[config.mk]
export PLATFORM = sky130hd
export DESIGN_NAME = phy_rx_link_ctrl
export DESIGN_NICKNAME = d
export VERILOG_FILES = /design/src/rtl/phy_rx_pkg.sv /design/src/rtl/phy_rx_lane_align.sv /design/src/rtl/phy_rx_link_ctrl.sv
export SDC_FILE = /design/constraint.sdc
export NUM_CORES = 1
export LEC_CHECK = 0
export ABC_AREA = 1
export CAP_MARGIN = 40
export CORE_MARGIN = 4
export CORE_UTILIZATION = 59
export DETAILED_ROUTE_END_ITERATION = 8
export PLACE_DENSITY = 0.84
export SLEW_MARGIN = 25
export SYNTH_ARGS = -nofsm -noshare
export SYNTH_HDL_FRONTEND = slang
export SYNTH_HIERARCHICAL = 1
export SYNTH_SLANG_ARGS = --single-unit
[constraint.sdc]
create_clock -name clk_32f -period 6.7 [get_ports clk_32f]
set_input_delay 1.34 -clock clk_32f [delete_from_list [all_inputs] [get_ports clk_32f]]
set_output_delay 1.34 -clock clk_32f [all_outputs]
set_load 0.05 [all_outputs]
[src/rtl/phy_rx_pkg.sv]
// phy_rx_pkg: shared constants and lane FSM encoding for the PHY receive link controller
package phy_rx_pkg;
  localparam int SYM_W = 8;
  localparam logic [SYM_W-1:0] COM_SYMBOL_DEFAULT = 8'hBC;
  typedef enum logic [1:0] {
    ST_SEARCH = 2'd0,
    ST_ALIGN  = 2'd1,
    ST_LOCKED = 2'd2
  } lane_st_e;
endpackage

[src/rtl/phy_rx_lane_align.sv]
// phy_rx_lane_align: per-lane COM search, symbol alignment and lock tracking
module phy_rx_lane_align
  import phy_rx_pkg::*;
#(
  parameter logic [SYM_W-1:0] COM_SYMBOL = COM_SYMBOL_DEFAULT,
  parameter int LOCK_COUNT = 4,
  parameter int MAX_GAP = 16
) (
  input  logic             clk_i,
  input  logic             rst_i,
  input  logic             din_i,
  output logic             locked_o,
  output logic             boundary_o,
  output logic             lost_o,
  output logic [SYM_W-1:0] sym_o,
  output logic [SYM_W-1:0] sr_o
);
  localparam int CW = $clog2(LOCK_COUNT + 1);
  localparam int GW = $clog2(MAX_GAP + 1);
  localparam logic [CW-1:0] COM_LIM = CW'(LOCK_COUNT);
  localparam logic [GW-1:0] GAP_LIM = GW'(MAX_GAP);
  lane_st_e state_q, state_d;
  logic [SYM_W-1:0] sr_q, sr_d, sym_q, sym_d;
  logic [2:0] bit_cnt_q, bit_cnt_d;
  logic [CW-1:0] com_cnt_q, com_cnt_d, com_inc;
  logic [GW-1:0] gap_cnt_q, gap_cnt_d, gap_inc;
  logic is_com;
  assign is_com = sr_q == COM_SYMBOL;
  assign com_inc = com_cnt_q + CW'(1);
  assign gap_inc = gap_cnt_q + GW'(1);
  assign boundary_o = bit_cnt_q == 3'd7;
  assign locked_o = state_q == ST_LOCKED;
  assign lost_o = (state_q == ST_LOCKED) && (state_d == ST_SEARCH);
  assign sym_o = sym_q;
  assign sr_o = sr_q;
  // Lane state register: shifter, phase counter, FSM and its counters
  always_ff @(posedge clk_i) begin
    if (rst_i) begin
      state_q   <= ST_SEARCH;
      sr_q      <= '0;
      sym_q     <= '0;
      bit_cnt_q <= '0;
      com_cnt_q <= '0;
      gap_cnt_q <= '0;
    end else begin
      state_q   <= state_d;
      sr_q      <= sr_d;
      sym_q     <= sym_d;
      bit_cnt_q <= bit_cnt_d;
      com_cnt_q <= com_cnt_d;
      gap_cnt_q <= gap_cnt_d;
    end
  end
  // Next state: SEARCH matches bit by bit, ALIGN/LOCKED only judge symbols at boundaries
  always_comb begin
    state_d   = state_q;
    com_cnt_d = com_cnt_q;
    gap_cnt_d = gap_cnt_q;
    bit_cnt_d = bit_cnt_q + 3'd1;
    sr_d      = {sr_q[SYM_W-2:0], din_i};
    sym_d     = boundary_o ? sr_q : sym_q;
    unique case (state_q)
      ST_SEARCH: begin
        if (is_com) begin
          state_d   = ST_ALIGN;
          bit_cnt_d = 3'd0;
          com_cnt_d = CW'(1);
        end
      end
      ST_ALIGN: begin
        if (boundary_o) begin
          if (is_com) begin
            com_cnt_d = com_inc;
            gap_cnt_d = '0;
            state_d   = (com_inc == COM_LIM) ? ST_LOCKED : ST_ALIGN;
          end else begin
            state_d   = ST_SEARCH;
            com_cnt_d = '0;
          end
        end
      end
      ST_LOCKED: begin
        if (boundary_o) begin
          if (is_com) begin
            gap_cnt_d = '0;
          end else if (gap_inc == GAP_LIM) begin
            state_d   = ST_SEARCH;
            gap_cnt_d = '0;
            com_cnt_d = '0;
          end else begin
            gap_cnt_d = gap_inc;
          end
        end
      end
      default: state_d = ST_SEARCH;
    endcase
  end
endmodule

[src/rtl/phy_rx_link_ctrl.sv]
// phy_rx_link_ctrl: two-lane receive link controller with symbol pairing and lock-loss counting
module phy_rx_link_ctrl
  import phy_rx_pkg::*;
#(
  parameter logic [SYM_W-1:0] COM_SYMBOL = COM_SYMBOL_DEFAULT,
  parameter int LOCK_COUNT = 4,
  parameter int MAX_GAP = 16
) (
  input  logic        clk_32f,
  input  logic        reset,
  input  logic        data_in_0,
  input  logic        data_in_1,
  output logic [1:0]  lock,
  output logic        link_up,
  output logic        sym_strobe,
  output logic [15:0] sym_out,
  output logic        data_valid,
  output logic [7:0]  err_cnt
);
  logic [1:0] din, bnd, lost;
  logic [SYM_W-1:0] sym [2];
  logic [SYM_W-1:0] sr [2];
  logic stb_q, stb_d, dv_q, dv_d;
  logic [15:0] sym_out_q, sym_out_d;
  logic [7:0] err_q, err_d;
  logic [8:0] err_sum;
  logic unused_lane_bits;
  assign din = {data_in_1, data_in_0};
  for (genvar i = 0; i < 2; i++) begin : g_lane
    phy_rx_lane_align #(
      .COM_SYMBOL(COM_SYMBOL),
      .LOCK_COUNT(LOCK_COUNT),
      .MAX_GAP(MAX_GAP)
    ) u_lane (
      .clk_i(clk_32f),
      .rst_i(reset),
      .din_i(din[i]),
      .locked_o(lock[i]),
      .boundary_o(bnd[i]),
      .lost_o(lost[i]),
      .sym_o(sym[i]),
      .sr_o(sr[i])
    );
  end
  assign unused_lane_bits = ^{bnd[1], sr[1], sym[0]};
  assign link_up = &lock;
  assign sym_strobe = stb_q;
  assign data_valid = dv_q;
  assign sym_out = sym_out_q;
  assign err_cnt = err_q;
  // Output registers
  always_ff @(posedge clk_32f) begin
    if (reset) begin
      stb_q     <= 1'b0;
      dv_q      <= 1'b0;
      sym_out_q <= '0;
      err_q     <= '0;
    end else begin
      stb_q     <= stb_d;
      dv_q      <= dv_d;
      sym_out_q <= sym_out_d;
      err_q     <= err_d;
    end
  end
  // Strobe only on lane-0 boundaries where the link stays up; lock losses add saturating
  always_comb begin
    stb_d     = bnd[0] & link_up & ~|lost;
    dv_d      = stb_d & (sr[0] != COM_SYMBOL) & (sym[1] != COM_SYMBOL);
    sym_out_d = stb_d ? {sym[1], sr[0]} : sym_out_q;
    err_sum   = {1'b0, err_q} + {8'd0, lost[0]} + {8'd0, lost[1]};
    err_d     = err_sum[8] ? 8'hFF : err_sum[7:0];
  end
endmodule

# --- Yosys cells after proc, flatten, opt, wreduce, memory -nomap -nowiden ---
# Cells that the tools add are included.
totals:
  register_bits: 76
  input_bits: 4
  elab_cells: 117
op_classes:
  add_sub_neg: 8
  eq_ne: 26
  muxes: 47
  bitwise_logic: 4
  reduce_logical: 17
op_table:
  columns: ["cell", "n"]
  rows:
  - ["5-bit two-way mux", 10]
  - ["3-bit two-way mux", 16]
  - ["2-bit two-way mux", 14]
  - ["5-bit one-hot mux with 2 select lines", 2]
  - ["3-bit one-hot mux with 3 select lines", 2]
  - ["8-bit == test (second input constant)", 2]
  - ["8-bit inequality test (second input constant)", 2]
  - ["3-bit by 1-bit adder with 3-bit output (second input constant)", 4]
  - ["3-bit == test (second input constant)", 4]
  - ["2-bit by 1-bit inequality test with 1-bit output (second input constant)", 6]
  - ["2-bit inequality test (second input constant)", 6]
  - ["2-bit one-hot mux with 3 select lines", 2]
  - ["6-bit AND reduction", 2]
  - ["5-bit by 1-bit adder with 5-bit output (second input constant)", 2]
  - ["5-bit == test (second input constant)", 2]
  - ["8-bit by 1-bit adder with 9-bit output", 1]
  - ["9-bit by 1-bit adder with 9-bit output", 1]
  - ["2-bit logical NOT", 4]
  - ["8-bit two-way mux", 1]
  - ["4-bit AND reduction", 2]
  - ["3-bit nonzero test", 2]
  - ["1-bit AND", 4]
  - ["2-bit by 1-bit == test with 1-bit output (second input constant)", 2]
  - ["2-bit == test (second input constant)", 2]
  - ["5 further kinds", 7]

# --- Logic depth before layout (Yosys ltp) ---
logic_depth:
  ltp_word: 13
  mapped_depth: 20
  depth_no_buf: 20

# --- Hierarchy ---
# Netlist, hierarchy kept.
by_module_without_submodules:
  columns: ["module", "n_inst", "cells_each", "area_per_inst_um2"]
  rows:
  - ["phy_rx_lane_align", 2, 190, 1397.6]
  - ["phy_rx_link_ctrl", 1, 146, 1122.3]

# --- Least setup slack after synthesis ---
# OpenSTA, ideal clock, no wires.
synth_path:
  path_kind: "register to output"
  startpoint: "register g_lane[1].u_lane.state_q[0]"
  endpoint: "output port link_up"
  arrival_ns: 1.588
  required_time_ns: 5.360
  path_slack_ns: 3.772
  stages_incl_launch_ff: 5
  n_path_buf: 0
  cell_sequence: "dfxtp_1 inv_1 ha_1 nand2_1 inv_1"
synth_via:
  elab_chain_cells: 2
synth_rtl:
  columns: ["element", "line", "text"]
  rows:
  - ["start, declared", "phy_rx_lane_align.sv:22", "lane_st_e state_q, state_d;"]
  - ["start signal, assigned", "phy_rx_lane_align.sv:46", "state_q <= state_d;"]
  - ["2-bit == test", "phy_rx_lane_align.sv:32", "assign locked_o = state_q == ST_LOCKED;"]
  - ["via lock[1]", "phy_rx_link_ctrl.sv:13", "output logic [1:0] lock,"]
  - ["2-bit AND reduction", "phy_rx_link_ctrl.sv:46", "assign link_up = &lock;"]
  - ["end, declared", "phy_rx_link_ctrl.sv:14", "output logic link_up,"]
# The timed path passes the listed nets, and every way through them passes these cells.

# --- Final worst setup path ---
layout_path:
  startpoint: "register g_lane[0].u_lane.state_q[0]"
  endpoint: "output port link_up"
layout_via:
  elab_chain_cells: 2
layout_rtl:
  columns: ["element", "line"]
  rows:
  - ["start, declared", "phy_rx_lane_align.sv:22"]
  - ["start signal, assigned", "phy_rx_lane_align.sv:46"]
  - ["2-bit == test", "phy_rx_lane_align.sv:32"]
  - ["2-bit AND reduction", "phy_rx_link_ctrl.sv:46"]
# No other way between the ends.

==> key figures <==
Run status
  – Status: finished, final reports clean

Timing
  – RSZ-0062 raised after global routing: no
  – Max Fclk: 278 MHz
  – Max_slew headroom: 54.4%
  – Final period util: 53.7%
  – Final Hold Fails: 0
  – Clock Skew: 6.98 ps
  – Tmin final: 3600 ps
  – Setup-failing EPs final: 0
  – Worst slew pin tran: 684 ps
  – Post-route setup slack: 3100 ps
  – Setup TNS Final: 0 ps
  – Max Slew Vio Count: 0

Setup path
  – Crit. End Element: output port
  – Worst R2R Path Depth: 17
  – Crit path max fanout: 8
  – Reg2Reg Setup Slack: 3750 ps
  – Reg2reg start: g_lane[1].u_lane/bit_cnt_q[0]
  – Arr. time, crit path: 2260 ps
  – CP Class: flop to output port
  – Crit Reg-Reg Endpoint: err_cnt[5]
  – Crit path launch type: flop
  – Worst Path Required: 5360 ps

Detailed routing
  – Per-cell routed wire length: 11.6 um
  – 1st-pass router iterations: 5
  – Post-route ant nets: 0
  – Initial DRC Count: 162
  – Vias: 3130
  – # DRC: 0
  – Via-per-instance ratio: 5.12
  – Final Routed Wirelength: 7090 um

Clocking
  – Skew-Pair Late Insertion Delay: 340 ps
  – Clock Pin Slew Worst Setup and Hold Paths: 70 ps
  – CTS Buf Count: 9
  – CTS Hold Bufs: 0
  – Root buffer cell: clkbuf_8
  – Clock buffer depth: 2
  – Post-cts sizing count: 0
  – CTS H-tree depth: 3
  – Setup Buffers After CTS: 0
  – CTS tree: built
  – Clk sinks: 76

Min path
  – WHS Endpoint: g_lane[1].u_lane/sr_o[7]
  – Hold_sp: g_lane[1].u_lane/sr_o[6]
  – Hold WC Path Type: flop to flop
  – Min-Delay Path Depth: 2

Job
  – Max-cap violations: 0

Global routing
  – Initial antenna violation count: 0
  – First-pass GRT wire length: 12400 um
  – Largest net degree at the start of global routing: 43
  – Number of global-route vias before repair: 2956
  – Remaining Overflow, GRT: 0
  – Total track usage: 20.5%

Floorplan
  – Starting Density: 61.3%
  – Die W: 86.9 um
  – Die area: 7550 sq um
  – I/O Pins: 33
  – Num rows: 28
  – Total core area: 5990 sq um
  – Die Y: 86.9 um

Placement
  – GPL Wtd Cong: 0.853
  – Final HPWL DP: 5030 um
  – Pre-CTS setup slack: 3520 ps
  – Port Buffers: 32

Logic synthesis
  – Mapped Nets: 524
  – Gate Count Post-Synth: 500
  – Mapped Avg Cell Area: 7.34 sq um
  – Post-Syn Area: 3670 sq um
  – Ys Warns: 6

Finish
  – Final nets: 555
  – Fillers: 450
  – Share of cells above drive strength 1: 10.3%
  – # diodes: 0
  – Most common cell after layout, fill and taps aside: nor2_1
  – Syn-to-layout area delta: 15.3%
  – Most frequent cells in the layout: nor2_1, nand2_1, dfxtp_1, inv_1, clkdlybuf4s50_1

Power and ir drop
  – Leakage power: 0.00178 uW
  – VDD IR max: 0.121 mV
  – Cell Pwr Density: 203 nW/um^2
[sequential cells by signal, indices dropped and copies added (netlist names)]
| register | cells |
|---|---|
| data_valid | 1 |
| err_cnt | 8 |
| g_lane.u_lane/bit_cnt_q | 6 |
| g_lane.u_lane/com_cnt_q | 6 |
| g_lane.u_lane/gap_cnt_q | 10 |
| g_lane.u_lane/sr_o | 16 |
| g_lane.u_lane/state_q | 4 |
| g_lane.u_lane/sym_o | 8 |
| sym_out | 16 |
| sym_strobe | 1 |
[area by class of cell]
type                    count  area [sq um]  share of cell area [%]
clock inverters             4          72.6                    1.71
well taps                  75          93.8                    2.22
repair buffers             33           328                    7.74
multi-input cells         336          1790                    42.2
inverters                  75           287                    6.77
clock buffers              12           145                    3.43
flip-flops and latches     76          1520                    35.9
[worst max-delay path, stage by stage, from the launching register on]
cell             delay, ps
dfxtp_1                350
inv_1                  130
ha_1                   370
nand2_1                180
inv_1                   80
clkdlybuf4s50_1        800
[where the power goes]
part	internal [uW]	total [uW]	switching, uW
logic	7.37	21.3	14.0
registers	457	459	2.69
clock network	220	378	159
[how the worst max path moves through the flow]
stage / startpoint / end / slack [ps] / depth (start not counted)
detailed placement: g_lane[0].u_lane/state_q[0] / link_up / 3520 / 5
global placement: g_lane[1].u_lane/state_q[0] / link_up / 3560 / 5
CTS: g_lane[0].u_lane/state_q[0] / link_up / 3100 / 5
finish: g_lane[0].u_lane/state_q[0] / link_up / 3100 / 5
floorplan: g_lane[1].u_lane/state_q[0] / link_up / 3770 / 4
global route: g_lane[0].u_lane/state_q[0] / link_up / 3020 / 5
[per-stage QoR]
step | hold WS, ps | util (%) | power, uW | std cells | instance area [sq um]
finish | 442 | 70.7 | 859 | 611 | 4230
CTS | 442 | 70.7 | 868 | 611 | 4230
global route | 455 | 70.7 | 895 | 611 | 4230
global placement | 422 | 67.0 | 490 | 595 | 4020
floorplan | 414 | - | 486 | 500 | 3670
detailed placement | 430 | 67.0 | 491 | 595 | 4020
[layer usage]
| layer | part of all wire (%) | global-route usage, % |
|---|---|---|
| met5 | 0 | 0 |
| met4 | 1.5 | 8.50 |
| met3 | 4.3 | 5.87 |
| met2 | 49 | 34.6 |
| met1 | 45 | 24.1 |
No activity file was read; power rests on OpenSTA's default activity.
